## src/rtl/multicycle_control_unit.sv

```systemverilog
// multicycle_control_unit
//   Moore control FSM for the multicycle MIPS data path. It decodes OP/Funct
//   into the per-state control word. It also counts FETCH cycles and flags
//   unsupported opcodes or functions while the FSM is in DECODE.
//   Optional feature macro: MCU_JUMP_EN. When it is defined, OP=000010 (j)
//   is executed through the JUMP state. When it is not defined, OP=000010 is
//   treated as an illegal opcode.
//
//   state     | meaning
//   IDLE     0| first cycle after reset release, outputs quiet
//   FETCH    1| read instruction at PC, IR load, PC <= PC+4
//   DECODE   2| register read, branch target into ALUOut, opcode dispatch
//   MEMADR   3| lw/sw effective address A+SignImm
//   MEMREAD  4| data memory read at ALUOut
//   MEMWB    5| loaded data written to rt
//   MEMWRITE 6| B stored at ALUOut
//   EXECUTE  7| R-type ALU operation on A,B
//   ALUWB    8| R-type result written to rd
//   BRANCH   9| compare A,B; PC <= ALUOut when the branch is taken
//   ADDIEX  10| A+SignImm
//   ADDIWB  11| addi result written to rt
//   JUMP    12| PC <= jump target (MCU_JUMP_EN only)
module multicycle_control_unit #(
  parameter int ALU_CTRL_WIDTH = 4,
  parameter int COUNT_WIDTH    = 16
) (
  input  logic                      clk,
  input  logic                      reset,
  input  logic [5:0]                OP,
  input  logic [5:0]                Funct,
  input  logic                      Zero,
  output logic                      PCWrite,
  output logic                      IorD,
  output logic                      MemWrite,
  output logic                      IRWrite,
  output logic                      RegDst,
  output logic                      MemtoReg,
  output logic                      RegWrite,
  output logic                      ALUSrcA,
  output logic [1:0]                ALUSrcB,
  output logic [ALU_CTRL_WIDTH-1:0] ALUControl,
  output logic [1:0]                PCSrc,
  output logic [3:0]                state_o,
  output logic [COUNT_WIDTH-1:0]    instr_count_o,
  output logic                      illegal_o
);

  localparam logic [3:0] S_IDLE     = 4'd0;
  localparam logic [3:0] S_FETCH    = 4'd1;
  localparam logic [3:0] S_DECODE   = 4'd2;
  localparam logic [3:0] S_MEMADR   = 4'd3;
  localparam logic [3:0] S_MEMREAD  = 4'd4;
  localparam logic [3:0] S_MEMWB    = 4'd5;
  localparam logic [3:0] S_MEMWRITE = 4'd6;
  localparam logic [3:0] S_EXECUTE  = 4'd7;
  localparam logic [3:0] S_ALUWB    = 4'd8;
  localparam logic [3:0] S_BRANCH   = 4'd9;
  localparam logic [3:0] S_ADDIEX   = 4'd10;
  localparam logic [3:0] S_ADDIWB   = 4'd11;
`ifdef MCU_JUMP_EN
  localparam logic [3:0] S_JUMP     = 4'd12;
`endif

  localparam logic [5:0] OP_RTYPE = 6'b000000;
  localparam logic [5:0] OP_LW    = 6'b100011;
  localparam logic [5:0] OP_SW    = 6'b101011;
  localparam logic [5:0] OP_BEQ   = 6'b000100;
  localparam logic [5:0] OP_BNE   = 6'b000101;
  localparam logic [5:0] OP_ADDI  = 6'b001000;
`ifdef MCU_JUMP_EN
  localparam logic [5:0] OP_J     = 6'b000010;
`endif

  localparam logic [5:0] FN_ADD = 6'b100000;
  localparam logic [5:0] FN_SUB = 6'b100010;
  localparam logic [5:0] FN_AND = 6'b100100;
  localparam logic [5:0] FN_OR  = 6'b100101;
  localparam logic [5:0] FN_NOR = 6'b100111;
  localparam logic [5:0] FN_SLT = 6'b101010;
  localparam logic [5:0] FN_SLL = 6'b000000;
  localparam logic [5:0] FN_SRL = 6'b000010;

  localparam logic [3:0] ALU_AND = 4'b0000;
  localparam logic [3:0] ALU_OR  = 4'b0001;
  localparam logic [3:0] ALU_NOR = 4'b0010;
  localparam logic [3:0] ALU_ADD = 4'b0100;
  localparam logic [3:0] ALU_SUB = 4'b0101;
  localparam logic [3:0] ALU_SLT = 4'b0110;
  localparam logic [3:0] ALU_SLL = 4'b1000;
  localparam logic [3:0] ALU_SRL = 4'b1001;

  logic [3:0] state;
  logic [3:0] next_state;
  logic       funct_legal;
  logic [3:0] funct_alu;
  logic       op_legal;
  logic       branch_taken;
  logic       pc_write_state;
  logic       branch_state;
  logic [3:0] alu_code;

  // R-type function decode: legality and the ALU operation it selects
  always_comb begin
    funct_legal = 1'b1;
    funct_alu   = ALU_AND;
    case (Funct)
      FN_ADD:  funct_alu = ALU_ADD;
      FN_SUB:  funct_alu = ALU_SUB;
      FN_AND:  funct_alu = ALU_AND;
      FN_OR:   funct_alu = ALU_OR;
      FN_NOR:  funct_alu = ALU_NOR;
      FN_SLT:  funct_alu = ALU_SLT;
      FN_SLL:  funct_alu = ALU_SLL;
      FN_SRL:  funct_alu = ALU_SRL;
      default: funct_legal = 1'b0;
    endcase
  end

  // Opcode legality; an R-type opcode also needs a supported function
  always_comb begin
    op_legal = 1'b0;
    case (OP)
      OP_RTYPE:                              op_legal = funct_legal;
      OP_LW, OP_SW, OP_BEQ, OP_BNE, OP_ADDI: op_legal = 1'b1;
`ifdef MCU_JUMP_EN
      OP_J:                                  op_legal = 1'b1;
`endif
      default:                               op_legal = 1'b0;
    endcase
  end

  // Next-state logic; illegal instructions fall straight back to FETCH
  always_comb begin
    next_state = S_FETCH;
    case (state)
      S_IDLE:   next_state = S_FETCH;
      S_FETCH:  next_state = S_DECODE;
      S_DECODE: begin
        if (op_legal) begin
          case (OP)
            OP_RTYPE:       next_state = S_EXECUTE;
            OP_LW, OP_SW:   next_state = S_MEMADR;
            OP_BEQ, OP_BNE: next_state = S_BRANCH;
            OP_ADDI:        next_state = S_ADDIEX;
`ifdef MCU_JUMP_EN
            OP_J:           next_state = S_JUMP;
`endif
            default:        next_state = S_FETCH;
          endcase
        end
      end
      S_MEMADR:   next_state = (OP == OP_SW) ? S_MEMWRITE : S_MEMREAD;
      S_MEMREAD:  next_state = S_MEMWB;
      S_EXECUTE:  next_state = S_ALUWB;
      S_ADDIEX:   next_state = S_ADDIWB;
      default:    next_state = S_FETCH;
    endcase
  end

  // State register; an abort by reset leaves every control output quiet at once
  always_ff @(posedge clk or negedge reset) begin
    if (!reset) state <= S_IDLE;
    else        state <= next_state;
  end

  // Retired-fetch counter, bumped on the edge that leaves FETCH, wraps silently
  always_ff @(posedge clk or negedge reset) begin
    if (!reset)                instr_count_o <= '0;
    else if (state == S_FETCH) instr_count_o <= instr_count_o + COUNT_WIDTH'(1);
  end

  // Moore control word; only PCWrite (branch outcome) and illegal_o look at inputs
  always_comb begin
    pc_write_state = 1'b0;
    branch_state   = 1'b0;
    IorD           = 1'b0;
    MemWrite       = 1'b0;
    IRWrite        = 1'b0;
    RegDst         = 1'b0;
    MemtoReg       = 1'b0;
    RegWrite       = 1'b0;
    ALUSrcA        = 1'b0;
    ALUSrcB        = 2'b00;
    alu_code       = 4'b0000;
    PCSrc          = 2'b00;
    case (state)
      S_FETCH: begin
        ALUSrcB        = 2'b01;
        alu_code       = ALU_ADD;
        IRWrite        = 1'b1;
        pc_write_state = 1'b1;
      end
      S_DECODE: begin
        ALUSrcB  = 2'b11;
        alu_code = ALU_ADD;
      end
      S_MEMADR, S_ADDIEX: begin
        ALUSrcA  = 1'b1;
        ALUSrcB  = 2'b10;
        alu_code = ALU_ADD;
      end
      S_MEMREAD:  IorD = 1'b1;
      S_MEMWB: begin
        MemtoReg = 1'b1;
        RegWrite = 1'b1;
      end
      S_MEMWRITE: begin
        IorD     = 1'b1;
        MemWrite = 1'b1;
      end
      S_EXECUTE: begin
        ALUSrcA  = 1'b1;
        alu_code = funct_alu;
      end
      S_ALUWB: begin
        RegDst   = 1'b1;
        RegWrite = 1'b1;
      end
      S_BRANCH: begin
        ALUSrcA      = 1'b1;
        alu_code     = ALU_SUB;
        PCSrc        = 2'b01;
        branch_state = 1'b1;
      end
      S_ADDIWB:   RegWrite = 1'b1;
`ifdef MCU_JUMP_EN
      S_JUMP: begin
        PCSrc          = 2'b10;
        pc_write_state = 1'b1;
      end
`endif
      default: ;
    endcase
  end

  // beq is taken on Zero, bne on not-Zero; only meaningful inside BRANCH
  assign branch_taken = (OP == OP_BNE) ? ~Zero : Zero;
  assign PCWrite      = pc_write_state | (branch_state & branch_taken);
  assign ALUControl   = ALU_CTRL_WIDTH'(alu_code);
  assign illegal_o    = (state == S_DECODE) & ~op_legal;
  assign state_o      = state;

endmodule

```

## config.mk

```make
export PLATFORM = sky130hd
export DESIGN_NAME = multicycle_control_unit
export DESIGN_NICKNAME = d
export VERILOG_FILES = /design/src/rtl/multicycle_control_unit.sv
export SDC_FILE = /design/constraint.sdc
export NUM_CORES = 1
export LEC_CHECK = 0
export ABC_CLOCK_PERIOD_IN_PS = 1600
export BUFFER_PORTS_ARGS = -buffer_cell sky130_fd_sc_hd__buf_4
export CAP_MARGIN = 10
export CORE_MARGIN = 2
export CORE_UTILIZATION = 43
export DETAILED_ROUTE_END_ITERATION = 10
export PLACE_DENSITY = 0.75
export SYNTH_ARGS = -nofsm -noshare
export SYNTH_HDL_FRONTEND = slang
export SYNTH_SLANG_ARGS = --single-unit
export TNS_END_PERCENT = 50
```

## constraint.sdc

```tcl
create_clock -name clk -period 1.6 [get_ports clk]
set_input_delay 0.16 -clock clk [delete_from_list [all_inputs] [get_ports clk]]
set_output_delay 0.16 -clock clk [all_outputs]
set_load 0.01 [all_outputs]
```

---- Yosys cells after proc, flatten, opt, wreduce, memory -nomap -nowiden ----
Index checks and enable logic that the tools add are counted.
operators by class
  add/sub/neg operators ................... 1
  multipliers ............................. 0
  div/mod/pow operators ................... 0
  order comparisons ....................... 0
  equal/unequal tests ..................... 23
  shifts and indexed selects .............. 0
  multiplexer cells ....................... 19
  bitwise operators ....................... 5
  reductions and logical operators ........ 11
operators with widths
  kind                     number
  $eq A6 B6 Y1 const B     8
  $pmux W4 S7              1
  $pmux W4 S6              1
  $add A16 B1 Y16 const B  1
  $eq A4 B3 Y1 const B     4
  $eq A4 B4 Y1 const B     4
  $pmux W4 S4              1
  $eq A6 B3 Y1 const B     2
  $logic_not A6 Y1         2
  $pmux W4 S3              1
  $mux W1                  11
  $eq A4 B2 Y1 const B     2
  $reduce_or A2 Y1         4
  $reduce_or A4 Y1         2
  $reduce_or A8 Y1         1
  $eq A6 B2 Y1 const B     1
  $eq A6 B4 Y1 const B     1
  $pmux W2 S3              1
  $reduce_or A5 Y1         1
  $eq A4 B1 Y1 const B     1
  $mux W4                  1
  $reduce_or A3 Y1         1
  $and A1 B1 Y1            2
  $mux W2                  1
  other kinds (3)          4
storage, ports and cells
  register bits ........................... 20
  latch bits .............................. 0
  bits in writable memories ............... 0
  memory bits (read-only) ................. 0
  input bits .............................. 15
  output and inout bits ................... 37
  logic and storage cells ................. 61
  memories kept ........................... 0

---- Longest topological paths before layout ----
Gate-level depths: netlist (run 1).
  word-level depth ........................ 6
  gate-level depth with buffers ........... 7

---- Worst setup path after synthesis (run 1) ----
No wires, ideal clock.
  path type ............................... register to register
  start point ............................. register state[2] (netlist: state_o[2])
  end point ............................... register instr_count_o[15]
  library setup time ...................... 0.079 ns
  data arrival time ....................... 1.704 ns
  data required time ...................... 1.521 ns
  slack ................................... -0.183 ns
  stages on the path, launching flop included .. 8
  buffers on the path ..................... 2
  clock period less this slack ............ 1.783 ns
  path through ............................ dfrtp_1 -> buf_2 -> nor4b_4 -> and4_1 -> buf_4 -> nand3_4 -> nor2_1 -> xor2_1
on the way
  cells in the longest elaborated chain, start to end .. 1
ends and longest elaborated chain
  item                      RTL line  text
  start: declaration        92        logic [3:0] state;
  start signal: assignment  163       else state <= next_state;
  $eq A4 B1 Y1              169       else if (state == S_FETCH) instr_count_o <= instr_count_o + COUNT_WIDTH'(1);
  end signal: assignment    169
  end: declaration          44        output logic [COUNT_WIDTH-1:0] instr_count_o,
No other way between the ends.
A chain may end at the register's enable or synchronous reset.

---- Worst setup path in the final report (run 1) ----
  start point ............................. register state[3] (netlist: state_o[3])
  end point ............................... output ALUControl[0]
on the way
  cells in the longest elaborated chain, start to end .. 3
  elaborated cells between the ends (all ways) .. 8
  classes of those cells .................. eq/ne (6); mux (1); reduce/logical (1)
ends and longest elaborated chain
  item                                        RTL line  text
  $eq A4 B1 Y1, or another cell as far along  186       case (state)
  $reduce_or A4 Y1 (no source line)           -
  $pmux W4 S3 *                               186
  end: declaration                            41        output logic [ALU_CTRL_WIDTH-1:0] ALUControl,
Mark *: on every way between the ends. The rest lies on a longest branch, timed or not.

==> results.md, run 1 <==
- Run status: complete, but fails checks
- Failing checks: DRC, setup timing
- Pre-CTS worst setup slack: -0.0578 ns
- Setup crit end kind: primary output
- TritonRoute pass-1 iters: 7
- Mapped Avg Cell Area: ~9 um2
- DRC: 3
- Area contributors post-synth: dfrtp_1, xnor2_1, nor2_1, xor2_1, a21oi_1
- Total I/O pin count: 52
- Initial antenna violation count: 0
- Via density: ~5.6
- Setup TNS: -1.97 ns
- Die height: between 50 and 60 um
- Area growth, synth to finish: 60.9%
- Layout net count: 231
- Critical path data required time: 1.44 ns
- Ant. Diodes: 0
- Die area: 0.00348 mm2
- Slew @ Worst Pin: around 0.54 ns
- Maxcap violations: 0
- Mapped Cells: ~140
- Share of cells above drive strength 1: 0.500
- First-pass GRT wire length: approximately 5700 um
- Detailed Route WL: around 3800 um
- Most common library cell in the layout ignoring fill and taps: buf_4
- Clock Path Buffers: 2
- Clk_skew: about 0.0063 ns
- CP arrival: 1.66 ns
- Gpl congestion: 0.816
- Net Count, Synth: 160
- Core ar.: approximately 0.0028 mm2
- CP Launch Type: register
- Clock Root Buffer: clkbuf_4
- CTS tree: yes
- Crit share post-route: 1.14
- Fmax: roughly 0.55 GHz
- Worst Path Max Fanout: 5
- Final Cell Area: between 0.002 and 0.0025 mm2
- Number of distinct library cells after synthesis: 41
- Worst VDD drop: slightly above 0.7 mV
- Post-route setup slack: -0.223 ns
- Initial Util: 0.463
- Initial drt markers: between 80 and 90
- Worst skew pair latency: a little over 0.3 ns
- Final Hold Fails: 0
- Routed vias: 1366
- Pwr dens: between 1000 and 1500 mW/mm2
- RSZ-0062 raised after global routing: true
- CTS HTree Levels: 1
- Largest net degree at the start of global routing: 21
- Area post-placement: 0.00176 mm2
- Commonest non-fill, non-tap cells in the layout: buf_4, dfrtp_1, nor2_1, nand2_1
- Yosys top cell area share: 0.385
- Setup violators final: 19
- Post-DRT Antenna Nets: 0
- Synthesis Warnings: 0
- Worst hold path type: input pin to register
- Row Count: 19
- Post-synth design cell area: about 0.0013 mm2
- Relative slew slack: 0.641
- Leakage: roughly 1.0 nW
- Worst Setup Path Type: register to primary output
- Dominant cell type by area after synthesis: dfrtp_1
- GR Overflow Total: 0
- Design Power: 0.00278 W
- Clock period minus worst slack: around 1.8 ns
- Yosys reg bits: 20
- Clk sinks: 20
- Fin. max-slew vios: 0
- Cts bufs inserted: 3
- Dpl hpwl: 2470 um
- Vias in the first global route: about 1200
- Post-synthesis sequential area ratio: 0.385
- Clk pin slew, worst setup/hold paths: around 0.12 ns
- I/O Buffers: 50
- Total GRT Usage: 0.212
- Die X: between 50 and 60 um
- Avg WL per Cell: between 15 and 20 um
[path summary, 6_finish.rpt]
kind	endpoint	slack, ns	depth (start not counted)	from
max in group asynchronous	state_o[2]	1.13	2	reset
setup / recovery	ALUControl[0]	-0.22	5	state_o[3]
setup reg to reg	instr_count_o[10]	-0.06	6	state_o[2]
hold reg to reg	instr_count_o[13]	0.51	1	instr_count_o[13]
min in group asynchronous	instr_count_o[6]	0.24	2	reset
hold / removal	state_o[1]	0.14	3	OP[4]
[state kept, by name, summed over array words and instances, names as in the netlist]
| register | cells |
|---|---|
| state_o | 4 |
| instr_count_o | 16 |
[layer usage]
layer	vias to the layer above	wire length [um]	GRT usage
met2	68	2020	0.390
met3	7	212	0.0198
met1	642	1470	0.256
met5	-	0	0
met4	0	80	0.0682
li1	649	-	-
[cells in the mapped netlist (all sizes together)]
cell     number
and4          1
or4           1
ha            1
a22oi         1
conb          1
xor2          5
a21oi         8
a21o          3
inv           3
xnor2        11
o32ai         3
nand3         9
nand3b        1
and2          2
mux2          1
a2111oi       1
nor4          1
nor2         15
buf           5
o21ai         4
nand4b        2
and3          5
a21boi        1
nor3b         1
a31oi         2
mux2i         3
o31ai         1
clkbuf        3
nor3          4
or4b          1
nand2        10
nor4b         3
or3           2
dfrtp        20
o2bb2ai       1
nor2b         2
nand2b        6
[critical path, cell delays in order (launching register included)]
cell and delay [ns]:
dfrtp_1 0.45, buf_6 0.16, nor2_4 0.09, nand4b_1 0.20, o32ai_2 0.30, buf_4 0.16
[layout make-up]
| type | instances | area (um2) |
|---|---|---|
| clock buffers | 4 | 36.3 |
| flip-flops and latches | 20 | 503 |
| well taps | 31 | 38.8 |
| fillers | 203 | 716 |
| repair buffers | 74 | 577 |
| inverters | 3 | 11.3 |
| multi-input cells | 113 | 923 |
[through the flow]
step | utilization | hold slack, ns | instances
finish | 0.745 | 0.141 | 245
global route | 0.745 | 0.129 | 245
CTS | 0.687 | 0.153 | 239
detailed placement | 0.629 | 0.0501 | 228
global placement | 0.629 | 0.0498 | 228
floorplan | - | -0.136 | 144
[timing repair]
action / in CTS / in global routing
gates resized for setup: 22 / 19
endpoints found under the setup margin: 15 / 27
pin swaps: 6 / 14
buffers inserted: 6 / 6
hold buffers: 1 / 0
endpoints found under the hold margin: 20 / 0
[power breakdown]
group	switching, W	total (W)	internal, W	leakage, nW
clock	0.000167	0.000306	0.000139	0.0210
sequential	0.000143	0.000765	0.000621	0.261
combinational	0.000773	0.00171	0.000939	0.729
total	0.00108	0.00278	0.00170	1.01
[cell families after synthesis]
group / count (synthesis) / synth area share
buffers and inverters: 11 / 0.0424
other: 1 / 0.00289
AOI/OAI and AO/OA: 25 / 0.124
muxes: 4 / 0.0318
xor gates and xnor gates: 16 / 0.108
DFF: 20 / 0.385
and+or+nand+nor: 66 / 0.296
adders and majority gates: 1 / 0.00963
(Power assumes the default switching activity.)
==> inputs of run 2 (changes only) <==
- CELL_PAD_IN_SITES_DETAIL_PLACEMENT: unset -> 1
- CELL_PAD_IN_SITES_GLOBAL_PLACEMENT: unset -> 2
- CORE_UTILIZATION: 43 -> 24
- PLACE_DENSITY: 0.75 -> unset
- PLACE_DENSITY_LB_ADDON: unset -> 0.1
- SKIP_CTS_REPAIR_TIMING: unset -> 1
==> run 2 against run 1 <==
  * The flow finishes with violations (setup timing)
  * Via count down 4.4%
  * Die area is 73% higher
  * Clock power is 26% higher
  * Final area shrank 0.18%
  * Sequential power rose by 0.9%
  * Cell count is 15% higher
  * Wire length rose by 5.9%
  * Worst setup slack improved by 0.10 ns
  * Critical path type unchanged
  * Largest cell class unchanged
  * Largest power group unchanged
==> results.md, run 2 (synthesis gave the netlist of run 1 again) <==
- Crit share post-route: 1.07 (-0.0645)
- Share of cells above drive strength 1: 0.483 (-0.0166)
- Worst skew pair latency: 0.25 ns (-0.06 ns)
- Worst hold path type: input pin to register
- Vias in the first global route: 1383 (+11%)
- Fin. max-slew vios: 0 (unchanged)
- Layout net count: 228 (-1.3%)
- CTS HTree Levels: 1 (unchanged)
- Setup TNS: -0.660 ns (+1.31 ns)
- Area growth, synth to finish: 60.6%
- Total I/O pin count: 52 (unchanged)
- Hold endpoint: state_o[2]
- Initial drt markers: 56 (-35%)
- Dpl hpwl: 3160 um (+28%)
- Final Util: 0.403 (-0.342)
- Setup violators final: 10 (-9)
- Detailed Route WL: 4010 um (+5.9%)
- Combinational fraction of design power: 0.586 (-0.029)
- Routed vias: 1306 (-4.4%)
- RSZ-0062 raised after global routing: true
- CP arrival: 1.56 ns (-0.10 ns)
- Core ar.: 0.00517 mm2 (+84%)
- Clock power frac: 0.138 (+0.028)
- Gpl congestion: 0.785 (-3.8%)
- Failing checks: setup timing
- Leakage: 0.968 nW (-4.3%)
- Final Hold Fails: 0 (unchanged)
- GR Overflow Total: 0 (unchanged)
- Cts bufs inserted: 3 (unchanged)
- CP Launch Type: register
- DRC: 0 (-3)
- Initial Util: 0.251 (-0.212)
- Clock Root Buffer: clkbuf_8
- Largest net degree at the start of global routing: 21 (unchanged)
- Worst Setup Path Type: register to primary output
- Most flops, register: instr_count_o
- Avg WL per Cell: 14.3 um (-7.7%)
- Die X: 77.6 um (+32%)
- Reg-to-reg startpoint: state_o[1]
- Psw: 0.00107 W (-1.2%)
- Hold path depth: 3 (unchanged)
- I/O Buffers: 50 (unchanged)
- Fmax: 0.582 GHz (+6.0%)
- Worst VDD drop: 0.585 mV (-18%)
- Total GRT Usage: 0.135 (-0.0770)
- Via density: 4.65 (-17%)
- Run status: complete, but fails checks
- Die area: 0.00602 mm2 (+73%)
- Clock Path Buffers: 2 (unchanged)
- Pre-CTS worst setup slack: -0.110 ns (-0.0525 ns)
- CTS tree: yes
- First-pass GRT wire length: 6580 um (+16%)
- Die height: 77.6 um (+32%)
- Clk pin slew, worst setup/hold paths: 0.08 ns (-0.04 ns)
- Pwr dens: 1340 mW/mm2 (+0.71%)
- Critical path data required time: 1.44 ns (about the same)
- Clk_skew: 0.00298 ns (-0.00337 ns)
- Ant. Diodes: 0 (unchanged)
- Clk sinks: 20 (unchanged)
- Initial antenna violation count: 0 (unchanged)
- Worst Path Max Fanout: 5 (unchanged)
- Switching Share: 0.382 (-0.00667)
- Worst R2R End: instr_count_o[15]
- Clock period minus worst slack: 1.72 ns (-0.103 ns)
- Worst hold start: Funct[4]
- Seq pwr share: 0.276 (about the same)
- Post-route setup slack: -0.119 ns (+0.103 ns)
- Most common library cell in the layout ignoring fill and taps: buf_4
- R2R depth: 5 (-1)
- Hold Slack: 0.229 ns (+0.0879 ns)
- Int Pwr: 0.00173 W (+1.6%)
- Maxcap violations: 0 (unchanged)
- Post-DRT Antenna Nets: 0 (unchanged)
- Largest register FFs: 16 (unchanged)
- Setup crit end kind: primary output
- Row Count: 26 (+7)
- TritonRoute pass-1 iters: 4 (-3)
- Reg2reg setup slack: -0.01 ns (+0.05 ns)
- Commonest non-fill, non-tap cells in the layout: buf_4, dfrtp_1, xnor2_1, nor2_1, nand2_1
run 2: critical path, cell delays in order, from the launching register on:
cell	delay [ns]
dfrtp_2	0.46
buf_6	0.14
nor2_4	0.07
nand4b_1	0.18
o32ai_2	0.29
buf_4	0.16
run 2: power by group through the flow:
| stage | clock network (W) | registers (W) | logic [W] |
|---|---|---|---|
| after floorplan | 0 | 0.000782 | 0.000669 |
| after global placement | 0 | 0.000753 | 0.00141 |
| after detailed placement | 0 | 0.000773 | 0.00145 |
| after CTS | 0.000396 | 0.000763 | 0.00146 |
| after global routing | 0.000423 | 0.000797 | 0.00179 |
| final | 0.000387 | 0.000772 | 0.00164 |
run 2: worst max path at each step:
| stage | from | to | slack [ns] | cells after the start |
|---|---|---|---|---|
| after floorplan | state_o[2] | instr_count_o[15] | -0.16 | 7 |
| after global placement | state_o[3] | instr_count_o[15] | 0.01 | 5 |
| after detailed placement | state_o[3] | instr_count_o[15] | -0.11 | 5 |
| after CTS | state_o[3] | ALUControl[3] | -0.27 | 5 |
| after global routing | state_o[3] | ALUControl[0] | -0.20 | 5 |
| final | state_o[3] | ALUControl[0] | -0.12 | 5 |
run 2: through the flow:
stage	cells	instance area, um2	power [W]
floorplan	144	1320	0.00145
global placement	270	1840	0.00216
detailed placement	270	1840	0.00222
CTS	274	1890	0.00261
global route	281	2090	0.00301
finish	281	2090	0.00280
run 2: metal layers:
metal  routed length, um  GRT usage
met1                1650      0.162
met2                2190      0.250
met3                 132     0.0128
met4                  36     0.0429
met5                   0          0
run 2: cell type report:
class,instances,area (um2)
Timing Repair Buffer,71,558
Fill cell,602,3090
Tap cell,70,87.6
Inverter,3,11.3
Multi-Input combinational cell,113,870
Sequential cell,20,504
Clock buffer,4,55.1
